<file path="src/rtl/rv_ctrl_pkg.sv">
// Shared control-flow encodings and the resolved-entry record passed from
// branch resolution to PC select.
package rv_ctrl_pkg;

   localparam int RV_XLEN = 32;

   localparam logic [1:0] OP_NONE = 2'b00;
   localparam logic [1:0] OP_BR   = 2'b01;
   localparam logic [1:0] OP_JAL  = 2'b10;
   localparam logic [1:0] OP_JALR = 2'b11;

   localparam logic [2:0] F3_BEQ  = 3'b000;
   localparam logic [2:0] F3_BNE  = 3'b001;
   localparam logic [2:0] F3_BLT  = 3'b100;
   localparam logic [2:0] F3_BGE  = 3'b101;
   localparam logic [2:0] F3_BLTU = 3'b110;
   localparam logic [2:0] F3_BGEU = 3'b111;

   // Address fields are sized by RV_XLEN, so the unit's XLEN must match it.
   typedef struct packed {
      logic               redirect;
      logic [RV_XLEN-1:0] target;
      logic [RV_XLEN-1:0] link;
      logic               illegal;
      logic               is_branch;
   } resolved_t;

endpackage

</file>
<file path="src/rtl/br_cond_eval.sv">
// Maps a branch funct3 and the ALU SUB flags (rs1 - rs2) to a taken/illegal
// decision. Purely combinational.
module br_cond_eval
   import rv_ctrl_pkg::*;
(
   input  logic [2:0] funct3,
   input  logic       zero,
   input  logic       negative,
   input  logic       overflow,
   input  logic       carry,
   output logic       taken,
   output logic       illegal
);

   // Carry is the no-borrow indication of rs1 + ~rs2 + 1, so it means rs1 >= rs2.
   always_comb begin
      taken   = 1'b0;
      illegal = 1'b0;
      case (funct3)
         F3_BEQ:  taken = zero;
         F3_BNE:  taken = ~zero;
         F3_BLT:  taken = negative ^ overflow;
         F3_BGE:  taken = ~(negative ^ overflow);
         F3_BLTU: taken = ~carry;
         F3_BGEU: taken = carry;
         default: illegal = 1'b1;
      endcase
   end

endmodule

</file>
<file path="src/rtl/branch_resolve_unit.sv">
// Registered branch/jump resolution with a 2-entry skid FIFO towards PC select
// and saturating taken/not-taken statistics counters.
module branch_resolve_unit
   import rv_ctrl_pkg::*;
#(
   parameter int XLEN  = RV_XLEN,
   parameter int CNT_W = 16
) (
   input  logic             clk,
   input  logic             rst_n,
   input  logic             in_valid,
   output logic             in_ready,
   input  logic [1:0]       op,
   input  logic [2:0]       funct3,
   input  logic [XLEN-1:0]  pc,
   input  logic [XLEN-1:0]  imm,
   input  logic [XLEN-1:0]  alu_result,
   input  logic             zero,
   input  logic             negative,
   input  logic             overflow,
   input  logic             carry,
   output logic             out_valid,
   input  logic             out_ready,
   output logic             redirect,
   output logic [XLEN-1:0]  target,
   output logic [XLEN-1:0]  link,
   output logic             illegal,
   output logic [CNT_W-1:0] taken_cnt,
   output logic [CNT_W-1:0] not_taken_cnt
);

   localparam logic [1:0] ST_EMPTY = 2'd0;
   localparam logic [1:0] ST_ONE   = 2'd1;
   localparam logic [1:0] ST_TWO   = 2'd2;

   logic [1:0]       state_q, state_d;
   resolved_t        head_q, head_d;
   resolved_t        skid_q, skid_d;
   resolved_t        new_entry;
   logic [CNT_W-1:0] taken_q, taken_d;
   logic [CNT_W-1:0] not_taken_q, not_taken_d;
   logic             cond_taken, cond_illegal;
   logic             push, pop;
   logic             unused_alu_lsb;

   assign unused_alu_lsb = alu_result[0];

   br_cond_eval u_cond (
      .funct3   (funct3),
      .zero     (zero),
      .negative (negative),
      .overflow (overflow),
      .carry    (carry),
      .taken    (cond_taken),
      .illegal  (cond_illegal)
   );

   always_comb begin
      new_entry        = '0;
      new_entry.link   = pc + XLEN'(4);
      new_entry.target = pc + imm;
      case (op)
         OP_BR: begin
            new_entry.is_branch = 1'b1;
            new_entry.illegal   = cond_illegal;
            new_entry.redirect  = cond_taken & ~cond_illegal;
         end
         OP_JAL:  new_entry.redirect = 1'b1;
         OP_JALR: begin
            new_entry.redirect = 1'b1;
            new_entry.target   = {alu_result[XLEN-1:1], 1'b0};
         end
         default: ;
      endcase
   end

   // in_ready depends only on registered occupancy, never on out_ready.
   assign in_ready  = (state_q != ST_TWO);
   assign out_valid = (state_q != ST_EMPTY);
   assign push      = in_valid & in_ready;
   assign pop       = out_valid & out_ready;

   always_comb begin
      state_d = state_q;
      head_d  = head_q;
      skid_d  = skid_q;
      case (state_q)
         ST_EMPTY: begin
            if (push) begin
               head_d  = new_entry;
               state_d = ST_ONE;
            end
         end
         ST_ONE: begin
            if (push && pop) begin
               head_d = new_entry;
            end else if (push) begin
               skid_d  = new_entry;
               state_d = ST_TWO;
            end else if (pop) begin
               state_d = ST_EMPTY;
            end
         end
         ST_TWO: begin
            if (pop) begin
               head_d  = skid_q;
               state_d = ST_ONE;
            end
         end
         default: state_d = ST_EMPTY;
      endcase
   end

   // Statistics are attributed when PC select consumes the entry, not on accept.
   always_comb begin
      taken_d     = taken_q;
      not_taken_d = not_taken_q;
      if (pop && head_q.redirect && (taken_q != {CNT_W{1'b1}})) begin
         taken_d = taken_q + CNT_W'(1);
      end
      if (pop && head_q.is_branch && !head_q.redirect && !head_q.illegal &&
          (not_taken_q != {CNT_W{1'b1}})) begin
         not_taken_d = not_taken_q + CNT_W'(1);
      end
   end

   always_ff @(posedge clk or negedge rst_n) begin
      if (!rst_n) begin
         state_q     <= ST_EMPTY;
         head_q      <= '0;
         skid_q      <= '0;
         taken_q     <= '0;
         not_taken_q <= '0;
      end else begin
         state_q     <= state_d;
         head_q      <= head_d;
         skid_q      <= skid_d;
         taken_q     <= taken_d;
         not_taken_q <= not_taken_d;
      end
   end

   assign redirect      = out_valid & head_q.redirect;
   assign illegal       = out_valid & head_q.illegal;
   assign target        = out_valid ? head_q.target : '0;
   assign link          = out_valid ? head_q.link : '0;
   assign taken_cnt     = taken_q;
   assign not_taken_cnt = not_taken_q;

endmodule

</file>
<file path="config.mk">
export PLATFORM = sky130hd
export DESIGN_NAME = branch_resolve_unit
export DESIGN_NICKNAME = d
export VERILOG_FILES = /design/src/rtl/rv_ctrl_pkg.sv /design/src/rtl/br_cond_eval.sv /design/src/rtl/branch_resolve_unit.sv
export SDC_FILE = /design/constraint.sdc
export NUM_CORES = 1
export LEC_CHECK = 0
export ABC_AREA = 0
export BUFFER_PORTS_ARGS = -buffer_cell sky130_fd_sc_hd__buf_2
export CAP_MARGIN = 25
export CORE_MARGIN = 2
export CORE_UTILIZATION = 32
export CTS_BUF_LIST = sky130_fd_sc_hd__clkbuf_2
export CTS_CLUSTER_SIZE = 12
export DETAILED_ROUTE_END_ITERATION = 7
export PLACE_DENSITY = 0.6
export SLEW_MARGIN = 20
export SYNTH_ARGS = -nofsm -noshare
export SYNTH_HDL_FRONTEND = slang
export SYNTH_SLANG_ARGS = --single-unit
</file>
<file path="constraint.sdc">
create_clock -name clk -period 2.8 [get_ports clk]
set_input_delay 0.14 -clock clk [delete_from_list [all_inputs] [get_ports clk]]
set_output_delay 0.14 -clock clk [all_outputs]
set_load 0.05 [all_outputs]
</file>
Word level (Yosys, flattened, before mapping)
Cells that the tools add are included.
- add/subtract/negate cells: 4
- equality and inequality tests: 18
- muxes and demuxes: 17
- bitwise operators: 10
- reduce and logical (&&, ||, !) cells: 18
- operators with widths (kind ; number):
    $mux W67 ; 3
    $pmux W67 S3 ; 1
    $mux W32 ; 3
    $add A16 B1 Y16 const B ; 2
    $add A32 B3 Y32 const B ; 1
    $add A32 B32 Y32 ; 1
    $ne A16 B16 Y1 const B ; 2
    $eq A3 B3 Y1 const B ; 4
    $mux W2 ; 6
    $ne A2 B2 Y1 const B ; 5
    $reduce_and A4 Y1 ; 2
    $logic_and A1 B1 Y1 ; 7
    $eq A2 B2 Y1 const B ; 3
    $pmux W1 S6 ; 1
    $pmux W2 S3 ; 1
    $reduce_or A6 Y1 ; 1
    $and A1 B1 Y1 ; 5
    $eq A2 B1 Y1 const B ; 2
    $not A1 Y1 ; 4
    $eq A3 B1 Y1 const B ; 1
    $logic_not A3 Y1 ; 1
    $ne A3 B3 Y1 const B ; 1
    $reduce_and A3 Y1 ; 1
    $reduce_bool A3 Y1 ; 1
    7 further kinds ; 8
- register bits after elaboration: 168
- input bits: 109
- output and inout port bits: 100
- word-level logic and storage cells: 80

Longest topological paths before layout
- word-level depth: 7
- depth in mapped cells: 10
- gate-level depth less buffers: 10

Hierarchy
A second synthesis with hierarchy kept.
- cell total of the unflattened synthesis: 1198
- area, all modules: 10151.0 µm²
- modules (own cells, without submodules) (module ; instances ; cells an instance ; area each (µm²) ; seq. area each (µm²)):
    branch_resolve_unit ; 1 ; 1187 ; 10077.2 ; 4204.0
    br_cond_eval ; 1 ; 11 ; 73.8 ; 0.0

Worst setup path after synthesis
OpenSTA, ideal clock, no wires.
- kind: input to register
- start: in pc[0]
- end: reg head_q[64] (netlist bit)
- library setup time: 0.125 ns
- arrival time: 2.282 ns
- required time: 2.675 ns
- path slack: 0.393 ns
- stages on the path: 10
- path buffers: 0
- path through: ha_1 > fa_1 > a211oi_1 > o21ai_0 > nand4b_1 > a31oi_4 > o2111a_1 > or3_1 > a21oi_1 > o21ai_1
- word-level cells in the longest chain between the ends: 4
- elaborated cells on any way between the ends: 5
- classes of those cells: add/sub (1); mux (4)
- RTL lines (item ; RTL line ; text):
    from (decl) ; branch_resolve_unit.sv:15 ; input logic [XLEN-1:0] pc,
    $add A32 B32 Y32 (*) ; branch_resolve_unit.sv:61 ; new_entry.target = pc + imm;
    $mux W32 (*) ; branch_resolve_unit.sv:62 ; case (op)
    $mux W67 (on tied branches) ; branch_resolve_unit.sv:95, branch_resolve_unit.sv:89 ;
    $pmux W67 S3 (*) ; branch_resolve_unit.sv:87 ; case (state_q)
    to (signal assigned) ; branch_resolve_unit.sv:130 ; head_q <= '0;
    to (signal assigned) ; branch_resolve_unit.sv:136 ; head_q <= head_d;
    to (decl) ; branch_resolve_unit.sv:37 ; resolved_t head_q, head_d;
Mark *: on every way between the ends. The rest lies on a longest branch, timed or not. The select of a mux whose other input is x is not followed.
A chain may end at the register's enable or synchronous reset.

Final worst setup path
- start: in pc[3]
- end: reg skid_q[57] (netlist bit)
- word-level cells in the longest chain between the ends: 2
- RTL lines (item ; RTL line ; text):
    $add A32 B32 Y32 ; branch_resolve_unit.sv:61 ;
    $mux W32 ; branch_resolve_unit.sv:62 ;
    to (signal assigned) ; branch_resolve_unit.sv:137 ; skid_q <= skid_d;
    to (decl) ; branch_resolve_unit.sv:38 ; resolved_t skid_q, skid_d;
No other way between the ends.

==> metrics.md <==
| Metric | Value |
|---|---|
| Mapped Cells | `1176` |
| Setup bufs post-CTS | `0` |
| Routed WL | `33000 um` |
| Fin crit period | `about 2.8 ns` |
| Share of power burned in registers | `39.4%` |
| Synthesized area | `a little over 10000 um^2` |
| Routability cong. | `slightly above 0.9` |
| Status | `finished with violations` |
| NumNets Final | `between 1.5k and 2k` |
| Clock power frac | `about 16%` |
| Root buf cell | `clkbuf_2` |
| CTS Buffer Depth | `2` |
| DR DRC count | `0` |
| Pwr per Cell Area | `691 nW/um^2` |
| Clk sink count | `168` |
| Max-slew headroom | `around two fifths` |
| Initial Util | `32.4%` |
| Startpoint Class | `input pin` |
| Final hold vios | `0` |
| Synth warnings | `0` |
| Syn_area_per_cell | `just under 9 um^2` |
| WL/cell | `about 17 um` |
| Yosys cell types | `slightly above 70` |
| Maximum operating frequency | `0.351 GHz` |
| FF-to-FF setup slack | `about 0.25 ns` |
| Crit Path Category | `input pin to flip-flop` |
| Worst Path Max Fanout | `5` |
| DR iter-0 viols | `630` |
| Met1 wire length | `around 16000 um` |
| Maxcap violations | `0` |
| Crit path DAT | `roughly 3.6 ns` |
| Top_reg_cell synth | `dfrtp_1` |
| IO Port Bufs | `207` |
| Logic pwr share | `roughly 45%` |
| Total GRT Usage | `about a fifth` |
| Filler cells | `~3.1k` |
| Die H | `around 180 um` |
| Total vias in the final route | `about 9.8k` |
| R2r startpoint | `state_q[1]$_DFFE_PN0P_` |
| # IOs | `between 200 and 250` |
| Clk Latency, worst-skew pair | `a little under 0.8 ns` |
| EDFF count, synth | `0` |
| Setup total negative slack | `-0.0450 ns` |
| Worst Hold Class | `input pin to flip-flop` |
| Internal power | `~0.005 W` |
| Share of cells above drive strength 1 | `20.4%` |
| Row count | `65` |
| Sequential fraction of the synthesis area | `about two fifths` |
| Area growth from synthesis to layout | `28.7%` |
| Die X-Extent | `about 180 um` |
| Vias in the first global route | `roughly 9.2k` |
| Hold path cells | `5` |
| Vias per inst | `5.15` |
| Period utilization | `102%` |
| Number of routed nets with antenna violations | `0` |
| Hold Path End | `skid_q[65]$_DFFE_PN0P_` |
| First-pass GRT wire length | `slightly above 50000 um` |
| Leak | `a little over 6 nW` |
| CTS clk-pin slew, worst paths | `a little under 0.3 ns` |
| First-pass iteration count of the detailed router | `5` |
| Reg2reg end | `skid_q[52]$_DFFE_PN0P_` |
| Clock Skews | `around 0.039 ns` |
| Grt ovf | `0` |
| Met2 Wirelength | `14500 um` |
| Setup violators final | `1` |
| Final Power | `0.00908 W` |
| Sw Share | `around 46%` |
| Initial antenna violation count | `2` |
| Final std cells w/o fill | `approximately 1.9k` |
| Worst reg2reg path depth | `6` |
| Pre-CTS WS | `-0.00770 ns` |
| Net Switching | `around 0.0042 W` |
| WP data required | `between 3 and 4 ns` |
| VDD IR max | `between 0.0004 and 0.0005 V` |
| Placed cell count | `between 1.5k and 2k` |
| Final WS setup | `-0.0450 ns` |
| Hold path start | `imm[31]` |
| Asr flop ratio synth | `100%` |
| CTS tree | `yes` |
| DR top layer | `met4` |
| Final HPWL DP | `between 20000 and 25000 um` |
| Met3 Wirelength | `~1700 um` |
| Slew @ Worst Pin | `slightly below 0.9 ns` |
| Core area | `~31000 um^2` |
| Synthesized flop and latch total | `between 150 and 200` |
| CTS buffer count | `17` |
| H-tree depth | `4` |
| Setup crit end kind | `flip-flop` |
| Failing checks | `negative setup slack` |
| Final Max Tran Viols | `0` |
| Largest net degree at the start of global routing | `73` |
| Synth Net Count | `about 1.3k` |
| Die area | `between 30000 and 40000 um^2` |
[cell usage after synthesis (14+ instances only)]
cell,instances,area share (%)
nand2_1,154,5.7
ha_1,34,4.2
and3_1,20,1.2
a211oi_1,22,1.6
a31oi_1,16,0.98
mux2i_1,19,1.9
and2_1,72,4.4
clkbuf_1,50,1.8
nand3_1,45,2.2
a21o_1,28,2.1
nor3_1,29,1.4
or3_1,14,0.86
o21ai_0,106,5.2
xor2_1,30,2.6
xnor2_1,49,4.2
dfrtp_1,168,41
nor2_1,107,3.9
a21oi_1,74,3.6
[routing by layer]
layer  vias to the layer above  track usage, %
li1                       4731               -
met1                      4655            29.0
met2                       326            30.3
met3                        39            2.71
met4                         0            5.39
met5                         -               0
[critical path, stage by stage]
cell and delay [ns]:
dlygate4sd3_1 0.53, buf_2 0.15, ha_1 0.37, a21o_1 0.20
a21oi_1 0.24, a21oi_2 0.17, o21ai_0 0.44, a211oi_1 0.17
nor2_1 0.18, mux2i_1 0.28, a31oi_1 0.12, dlygate4sd3_1 0.56
[how the worst max path moves through the flow]
stage / from / end / slack [ns]
final: pc[3] / skid_q[57]$_DFFE_PN0P_ / -0.05
after global routing: pc[3] / skid_q[57]$_DFFE_PN0P_ / -0.02
after CTS: pc[12] / skid_q[57]$_DFFE_PN0P_ / 0.02
after detailed placement: pc[0] / head_q[64]$_DFFE_PN0P_ / -0.008
after global placement: pc[0] / head_q[64]$_DFFE_PN0P_ / -0.004
after floorplan: pc[0] / head_q[64]$_DFFE_PN0P_ / 0.39
[power groups by stage]
stage | clock [W] | sequential (W) | combinational, W
after floorplan | 0 | 0.00367 | 0.00270
after global placement | 0 | 0.00361 | 0.00387
after detailed placement | 0 | 0.00364 | 0.00391
after CTS | 0.00146 | 0.00358 | 0.00408
after global routing | 0.00154 | 0.00368 | 0.00441
final | 0.00143 | 0.00358 | 0.00408
[kinds of logic after synthesis]
group                    share of synthesized area (%)
XOR/XNOR                                          6.78
buffers and inverters                             3.30
AO/OA/AOI/OAI                                     18.6
multiplexers                                      2.19
flip-flops                                        41.2
AND/OR/NAND/NOR                                   23.6
adder cells (fa/ha/maj)                           4.36
[state kept, by name, indices dropped and copies added (netlist names)]
| register | cells |
|---|---|
| head_q | 67 |
| not_taken_cnt | 16 |
| skid_q | 67 |
| state_q | 2 |
| taken_cnt | 16 |
[timing repair]
item,4_1_cts,5_1_grt
hold buffers,105,0
resized for setup,1,7
hold endpoints to repair,307,0
pin swaps,0,1
endpoints found under the setup margin,3,4
[cells in the final DEF (no fill, tap or decap), types with 20 or more instances in the layout]
master         netlist  layout
ha_1                34      34
xor2_1              30      30
nand2_1            154     153
nor2_1             107     106
a211oi_1            22      21
dfrtp_1            168     168
buf_4                2      26
o21ai_0            106     105
nand3_1             45      45
xnor2_1             49      49
a21o_1              28      28
nor3_1              29      29
and2_1              72      72
dlygate4sd3_1        0     104
and3_1              20      20
buf_2                3     206
a21oi_1             74      73
[per-stage QoR]
step / hold slack, ns / cell area [um^2] / utilization (%)
after floorplan: -0.156 / 10200 / -
after global placement: 0.243 / 11800 / 37.5
after detailed placement: 0.244 / 11800 / 37.5
after CTS: 0.0113 / 13100 / 41.7
after global routing: 0.0206 / 13100 / 41.8
final: 0.0597 / 13100 / 41.8
[area by class of cell]
type / instances / area [um^2] / share of cell area, %
multi-input cells: 933 / 5720 / 43.5
flip-flops and latches: 168 / 4200 / 32.0
repair buffers: 344 / 2420 / 18.4
well taps: 402 / 503 / 3.83
clock inverters: 14 / 165 / 1.26
clock buffers: 18 / 90.1 / 0.685
inverters: 11 / 43.8 / 0.333
diodes: 2 / 5.00 / 0.0381
(Power assumes the default switching activity.)
